==> config.mk <==
export PLATFORM = sky130hd
export DESIGN_NAME = fifo_sync_prog
export DESIGN_NICKNAME = d
export VERILOG_FILES = /design/src/rtl/fifo_pkg.sv /design/src/rtl/fifo_sdp_ram.sv /design/src/rtl/fifo_sync_prog.sv
export SDC_FILE = /design/constraint.sdc
export NUM_CORES = 1
export LEC_CHECK = 0
export CORE_MARGIN = 2
export CORE_UTILIZATION = 23
export DETAILED_ROUTE_END_ITERATION = 6
export GPL_TIMING_DRIVEN = 0
export MAX_ROUTING_LAYER = met4
export PLACE_DENSITY_LB_ADDON = 0.3
export SLEW_MARGIN = 10
export SYNTH_ARGS = -nofsm -noshare
export SYNTH_HDL_FRONTEND = slang
export SYNTH_SLANG_ARGS = --single-unit
==> constraint.sdc <==
create_clock -name clk -period 2.28 [get_ports clk]
set_clock_uncertainty 0.1 [all_clocks]
set_input_delay 0.456 -clock clk [delete_from_list [all_inputs] [get_ports clk]]
set_output_delay 0.456 -clock clk [all_outputs]
set_load 0.05 [all_outputs]
==> src/rtl/fifo_pkg.sv <==
// Shared constants and helpers for the programmable synchronous FIFO.
package fifo_pkg;

    localparam int FIFO_STD  = 0;
    localparam int FIFO_FWFT = 1;

    function automatic int clog2(input int n);
        int r;
        r = 0;
        while ((1 << r) < n) r++;
        return r;
    endfunction

endpackage

==> src/rtl/fifo_sdp_ram.sv <==
// Simple dual-port storage: synchronous write, registered or asynchronous read.
module fifo_sdp_ram
    import fifo_pkg::*;
#(
    parameter int WIDTH  = 8,
    parameter int DEPTH  = 8,
    parameter int REG_RD = 1,
    localparam int AW    = clog2(DEPTH)
) (
    input  logic             clk,
    input  logic             rst,
    input  logic             we,
    input  logic [AW-1:0]    waddr,
    input  logic [WIDTH-1:0] wdata,
    input  logic             re,
    input  logic [AW-1:0]    raddr,
    output logic [WIDTH-1:0] rdata
);

    logic [WIDTH-1:0] mem [DEPTH];

    // Storage is deliberately left uninitialised on reset.
    always_ff @(posedge clk) begin
        if (we) mem[waddr] <= wdata;
    end

    generate
        if (REG_RD != 0) begin : g_reg
            always_ff @(posedge clk) begin
                if (rst)     rdata <= '0;
                else if (re) rdata <= mem[raddr];
            end
        end else begin : g_async
            assign rdata = mem[raddr];
        end
    endgenerate

endmodule

==> src/rtl/fifo_sync_prog.sv <==
// Single-clock FIFO with optional FWFT read, programmable almost flags,
// synchronous flush and sticky overflow/underflow flags.
module fifo_sync_prog
    import fifo_pkg::*;
#(
    parameter int WIDTH = 8,
    parameter int DEPTH = 8,
    parameter int FWFT  = FIFO_STD,
    localparam int AW   = clog2(DEPTH)
) (
    input  logic             clk,
    input  logic             rst,
    input  logic             flush,
    input  logic             wr_en,
    input  logic [WIDTH-1:0] data_in,
    input  logic             rd_en,
    input  logic [AW:0]      af_thresh,
    input  logic [AW:0]      ae_thresh,
    input  logic             err_clr,
    output logic [WIDTH-1:0] data_out,
    output logic             data_valid,
    output logic             full,
    output logic             empty,
    output logic             almost_full,
    output logic             almost_empty,
    output logic [AW:0]      count,
    output logic             overflow,
    output logic             underflow
);

    localparam logic [AW:0] DEPTH_C = (AW+1)'(DEPTH);

    logic [AW-1:0] wr_ptr, rd_ptr;
    logic          wr_acc, rd_acc;

    assign full         = (count == DEPTH_C);
    assign empty        = (count == '0);
    assign almost_full  = (count >= af_thresh);
    assign almost_empty = (count <= ae_thresh);

    // Flush suppresses both ports so nothing is stored or popped that cycle.
    assign wr_acc = wr_en & ~full  & ~flush;
    assign rd_acc = rd_en & ~empty & ~flush;

    always_ff @(posedge clk) begin
        if (rst) begin
            wr_ptr    <= '0;
            rd_ptr    <= '0;
            count     <= '0;
            overflow  <= 1'b0;
            underflow <= 1'b0;
        end else if (flush) begin
            wr_ptr <= '0;
            rd_ptr <= '0;
            count  <= '0;
        end else begin
            if (wr_acc) wr_ptr <= wr_ptr + 1'b1;
            if (rd_acc) rd_ptr <= rd_ptr + 1'b1;
            case ({wr_acc, rd_acc})
                2'b10:   count <= count + 1'b1;
                2'b01:   count <= count - 1'b1;
                default: count <= count;
            endcase
            // A fresh error in the same cycle as err_clr keeps the flag set.
            overflow  <= (wr_en & full)  | (overflow  & ~err_clr);
            underflow <= (rd_en & empty) | (underflow & ~err_clr);
        end
    end

    fifo_sdp_ram #(
        .WIDTH (WIDTH),
        .DEPTH (DEPTH),
        .REG_RD((FWFT == FIFO_FWFT) ? 0 : 1)
    ) u_ram (
        .clk  (clk),
        .rst  (rst),
        .we   (wr_acc),
        .waddr(wr_ptr),
        .wdata(data_in),
        .re   (rd_acc),
        .raddr(rd_ptr),
        .rdata(data_out)
    );

    generate
        if (FWFT == FIFO_FWFT) begin : g_fwft
            assign data_valid = ~empty;
        end else begin : g_std
            logic [1:0] vld_pipe;
            assign vld_pipe[0] = rd_acc;
            always_ff @(posedge clk) begin
                if (rst) vld_pipe[1] <= 1'b0;
                else     vld_pipe[1] <= vld_pipe[0];
            end
            assign data_valid = vld_pipe[1];
        end
    endgenerate

endmodule

# Word-level counts from Yosys, hierarchy flattened
# Memories as Yosys holds them, arrays and structs flattened. A register that Yosys moved wholly into a read port is not among the register bits.
# Index checks and enable logic that the tools add are counted.
# word_totals
output_inout_bits,19
mem_bits_rw,64
wordCells,36
ff_bits,13
input_bits,22
mem_count,1
# op_classes
add_sub_neg,4
n_lt_le_gt_ge,2
reduce_logical,3
eq_ne,3
n_bitwise,14
n_mux,3
# mem_list
name,depth,word_bits,rd,rd_clocked_by_memory_dff,wr,line_no,text
u_ram.mem,8,8,1,1,1,fifo_sdp_ram.sv:20,logic [WIDTH-1:0] mem [DEPTH];
# op_table
cell,count
AND 1 bit,8
case mux 4 bit (2 select lines),1
adder 3 x 1 -> 3 bit (second input constant),2
adder 4 x 1 -> 4 bit (second input constant),1
== test 4 bit (second input constant),1
>= comparator 4 bit,1
less-or-equal comparator 4 bit,1
logical NOT 4 bit,1
NOT 1 bit,4
subtractor 4 x 1 -> 4 bit (second input constant),1
== test 2 x 1 -> 1 bit (second input constant),1
== test 2 bit (second input constant),1
two-way mux 1 bit,2
OR 1 bit,2
nonzero test 2 bit,1
OR reduction 2 bit,1

# Longest topological paths before layout
# logic_depth
depth_word,6
ltp_mapped,10

# Cells and area by module
# From an unflattened synthesis, not the netlist that was laid out.
# hier_totals
cells_unflattened,255
hier_area_um2,3653.5
# by_module_without_submodules
module,cells_per_inst,instances,area_per_inst_um2,seq_area_each_um2
fifo_sdp_ram,162,1,2812.7,2082.0
fifo_sync_prog,93,1,840.8,260.2

# Worst setup path before layout
# Ideal clock, no wire load.
# synth_path
path_type,reg2reg
startpoint,register count[3]
endpoint,register count[2]
period_less_slack_ps,3385
path_slack_ps,-1105
path_stages_with_launch,11
path_buffers,1
t_arrival_ps,3158
required_time_ps,2052
setup_time_ps,128
cell_sequence,dfxtp_1 > nor4b_2 > nand2b_1 > buf_2 > ha_1 > inv_1 > fa_1 > xor2_1 > nor2_1 > a21oi_1 > nor2_1
# synth_between
elab_chain_cells,6
# synth_lines
item,line_no,text
from (decl),fifo_sync_prog.sv:26,"output logic [AW:0] count,"
from (signal assigned),fifo_sync_prog.sv:60,2'b10: count <= count + 1'b1;
from (signal assigned),fifo_sync_prog.sv:61,2'b01: count <= count - 1'b1;
from (signal assigned),fifo_sync_prog.sv:62,default: count <= count;
== test 4 bit *,fifo_sync_prog.sv:36,assign full = (count == DEPTH_C);
via full,fifo_sync_prog.sv:22,"output logic full,"
NOT 1 bit *,fifo_sync_prog.sv:42,assign wr_acc = wr_en & ~full & ~flush;
AND 1 bit * (2 in series),fifo_sync_prog.sv:42,
== test 2 x 1 -> 1 bit or == test 2 bit (tied branches),fifo_sync_prog.sv:59,"case ({wr_acc, rd_acc})"
case mux 4 bit (2 select lines) or nonzero test 2 bit (tied branches),--,
# Mark *: on every way through the listed nets, which the timed path passes. The rest lies on a longest branch.
# A chain may end at the register's enable or synchronous reset.

# Worst setup path after layout
# layout_path
startpoint,register count[0]
endpoint,register count[3]
# layout_between
elab_chain_cells,6
# layout_lines
item,line_no
== test 4 bit or logical NOT 4 bit (tied branches),"fifo_sync_prog.sv:36, fifo_sync_prog.sv:37"
NOT 1 bit (on tied branches),"fifo_sync_prog.sv:42, fifo_sync_prog.sv:43"
AND 1 bit (on tied branches) (2 in series),"fifo_sync_prog.sv:42, fifo_sync_prog.sv:43"
== test 2 x 1 -> 1 bit or == test 2 bit (tied branches),fifo_sync_prog.sv:59
case mux 4 bit (2 select lines) or nonzero test 2 bit (tied branches),--
# Parallel ways exist; a longest one is shown, timed or not.

==> results.cfg <==
[worst_setup_path]
critical_path_class = register to register
timing.critical_path.cells = or4_4, and2_4, ha_4, ha_1, nand3_2, and4b_1, o21ai_1, o31ai_1
worst_r2r_startpoint = count[0]
ff2ff_path_depth = 8
path_depth = 8
cp-start-kind = register
worst_path_max_delay_cell = sky130_fd_sc_hd__or4_4
path_max_fanout = 3
critical-path-max-stage-delay_ps = 560
timing.critical_path.to = count[3]
crit-reg2reg-capture = count[3]
worst_setup_path_end_kind = register
cp.arrival_ps = 2430
worstPathRequired_ps = 2390
setup.reg_to_reg.worst_slack_ps = -30
critical_path.top_delay_family = simple AND/OR/NAND/NOR gates
crit_buf_inv = 0
worst_setup_path_startpoint = count[0]

[cells_and_area]
areaGrowthSynthToFinish_pct = 36.4
drive_gt1_share_pct = 37.0
mostFrequentLayoutCell = sky130_fd_sc_hd__edfxtp_1
mostFrequentLayoutCells = sky130_fd_sc_hd__edfxtp_1 (64), sky130_fd_sc_hd__clkdlybuf4s50_1 (28), sky130_fd_sc_hd__buf_4 (22)
num_antenna_cells = 0
number_of_fill_cells = 1484
postLayoutCellArea_mm2 = 0.00487
finish.net_count = 334

[sta]
fin_crit_ps = 2310
fmax_ghz = 0.433
setup_viol_count_final = 1
tightestPinTransition_ps = 622
layout_worst_path_cycle_share_pct = 101
final_slew_violations = 0
slew_headroom_pct = 58.6
number_of_hold_violations_in_the_final_report = 0
finalWorstSetupSlack_ps = -31.0
setup-tns-final_ps = -31.0
rsz0062_at_grt = true

[route]
vias = 2149
detail_route.vias_per_cell = 4.38
routed.top_layer = met4
dr_wl_cell_um = 16.2
m1_wl_mm = 3.63
drt-pass1-iter-count = 4
met3WireLength_um = 346
dr_wl_met2_mm = 3.85
dr.first_iter.drc_count = 218
ant_nets = 0
detail_route.wirelength_mm = 7.94
drc = 0

[cts]
clock_tree.buffer_depth = 2
cts-buffers-inserted = 9
clkSinkCount = 85
cts_tree = done
ctsRootBufferMaster = sky130_fd_sc_hd__clkbuf_16
ctsHtreeMaxLevel = 3
cts.reportedPaths.clkPinSlew_ps = 70
clk_latency_ps = 330

[logic_synthesis]
number_of_storage_elements_in_the_synthesis_netlist = 85
dominant_register_cell_in_the_synthesized_netlist = sky130_fd_sc_hd__edfxtp_1
largest_family_of_logic_cells_by_synthesized_area = multiplexers
largest_cells_by_area_after_synthesis = sky130_fd_sc_hd__edfxtp_1 (54%), sky130_fd_sc_hd__dfxtp_1 (12%), sky130_fd_sc_hd__mux4_2 (10%)
ys_async_sr_fraction_pct = 0
yosysTopAreaCellShare_pct = 53.8
synth_enable_flop_cells = 64
area_fraction_in_compound_gates_after_synthesis_pct = 3.99
count_of_yosys_warnings_during_synthesis = 0
synthesized_cell_area_mm2 = 0.00357
synth-simple-area-share_pct = 10.5
yosysUniqueCellTypes = 41
synthesis.area_per_instance_um2 = 15.7
postSynthNetCount = 264
netlist.top_cell.by_area = sky130_fd_sc_hd__edfxtp_1
synth_adder_area_share_pct = 5.12
syn-instance-count = 228
multiplexer_share_of_the_synthesized_area_pct = 10.7
synthXorXnorAreaFrac_pct = 1.47
yosysSeqAreaShare_pct = 65.6

[power_and_ir_drop]
total_leakage_power_nw = 1.67
max-vdd-ir-drop_v = 0.000428
p_total_w = 0.00326
power.density_mw_per_mm2 = 669

[global_route]
grt_pass1_vias = 2236
grt_first_pass_wirelength_mm = 12.4
global_route.usage.total_pct = 10.6
maximum_number_of_pins_on_one_net_before_global_route_repair = 16
overflow = 0
antenna_violations_before_repair = 0

[floorplanning]
design.die.area_mm2 = 0.0165
initial_utilization_pct = 23.5
core_area_mm2 = 0.0152
placement_rows = 45
die_h_um = 129
design.portCount = 41
die_width_um = 129

[status]
status = complete, but fails checks
failed_checks = setup timing

[job]
drv_cap = 0

[hold_path]
hold_path_class = register to register
min-delay-start = u_ram.rdata[5]

[placed_design]
dp_hpwl_mm = 5.01
dpl_cell_area_mm2 = 0.00431
port_buffers = 40
place.gp.congestion = 0.703
==> cell usage after synthesis (all sizes together) (3+ instances only) <==
library cell / number
dfxtp: 21
nor3: 12
a21oi: 3
nand2b: 5
a21o: 3
nor2: 26
nor2b: 4
nand3: 4
edfxtp: 64
o22ai: 8
xor2: 3
xnor2: 3
ha: 13
mux4: 16
clkbuf: 3
inv: 12
buf: 6
==> per-layer routing <==
layer	GRT usage, %	up-vias
met5	-	-
met4	3.26	0
met3	2.99	8
met2	16.9	44
met1	13.1	1089
li1	-	1008
==> registers in the layout, indices dropped and copies added (netlist names) <==
name,cells
count,4
overflow,1
wr_ptr,3
u_ram.mem,64
underflow,1
rd_ptr,3
u_ram.rdata,8
data_valid,1
==> where the power goes <==
part | total [W] | internal (W) | switching [W] | leakage [nW]
Combinational | 0.000217 | 0.000103 | 0.000114 | 0.786
Clock | 0.00136 | 0.000748 | 0.000614 | 0.131
Sequential | 0.00168 | 0.00167 | 0.00000903 | 0.751
==> metrics by stage <==
stage	hold WS [ps]	cells	utilization [%]	setup WS, ps
after floorplan	428	228	-	-310
after global placement	389	456	28.0	-1360
after detailed placement	387	460	28.3	-894
after CTS	400	489	31.6	-45.0
after global routing	435	491	32.0	-94.0
final	396	491	32.0	-31.0
==> layout make-up <==
class	count	area (um^2)	area share (%)
timing repair buffer	62	591	12.1
sequential	85	2360	48.4
clock buffer	10	229	4.70
buffer	6	32.5	0.668
multi-input combinational	122	1330	27.3
tap	188	235	4.83
inverter	12	47.5	0.976
clock inverter	6	48.8	1.00
==> kinds of logic (layout without fill, tap and decap cells) <==
| kind of cell | Yosys count | after routing |
|---|---|---|
| AOI/OAI and AO/OA | 22 | 22 |
| muxes | 18 | 18 |
| xor gates and xnor gates | 6 | 6 |
| buffers and inverters | 21 | 96 |
| DFF | 85 | 85 |
| adders and majority gates | 14 | 14 |
| and+or+nand+nor | 62 | 62 |
==> worst register-to-register path, cell delays in order, from the launching register on <==
cell and delay (ps):
sky130_fd_sc_hd__dfxtp_4 360, sky130_fd_sc_hd__or4_4 560, sky130_fd_sc_hd__and2_4 180, sky130_fd_sc_hd__ha_4 170, sky130_fd_sc_hd__ha_1 290, sky130_fd_sc_hd__nand3_2 110
sky130_fd_sc_hd__and4b_1 210, sky130_fd_sc_hd__o21ai_1 140, sky130_fd_sc_hd__o31ai_1 80
==> worst min path at each step <==
stage,endpoint,slack (ps),depth (start not counted)
finish,u_ram.rdata[5],400,2
global route,u_ram.rdata[1],430,2
CTS,u_ram.rdata[4],400,2
detailed placement,u_ram.rdata[4],390,2
global placement,u_ram.rdata[5],390,2
floorplan,data_valid,430,1
==> repair_timing <==
| item | in CTS | in global routing |
|---|---|---|
| pin swaps | 13 | 10 |
| hold buffers | 0 | 0 |
| endpoints found under the setup margin | 44 | 13 |
| gates resized for setup | 53 | 14 |
| setup buffers | 15 | 3 |
Power figures use the tool's default switching activity.
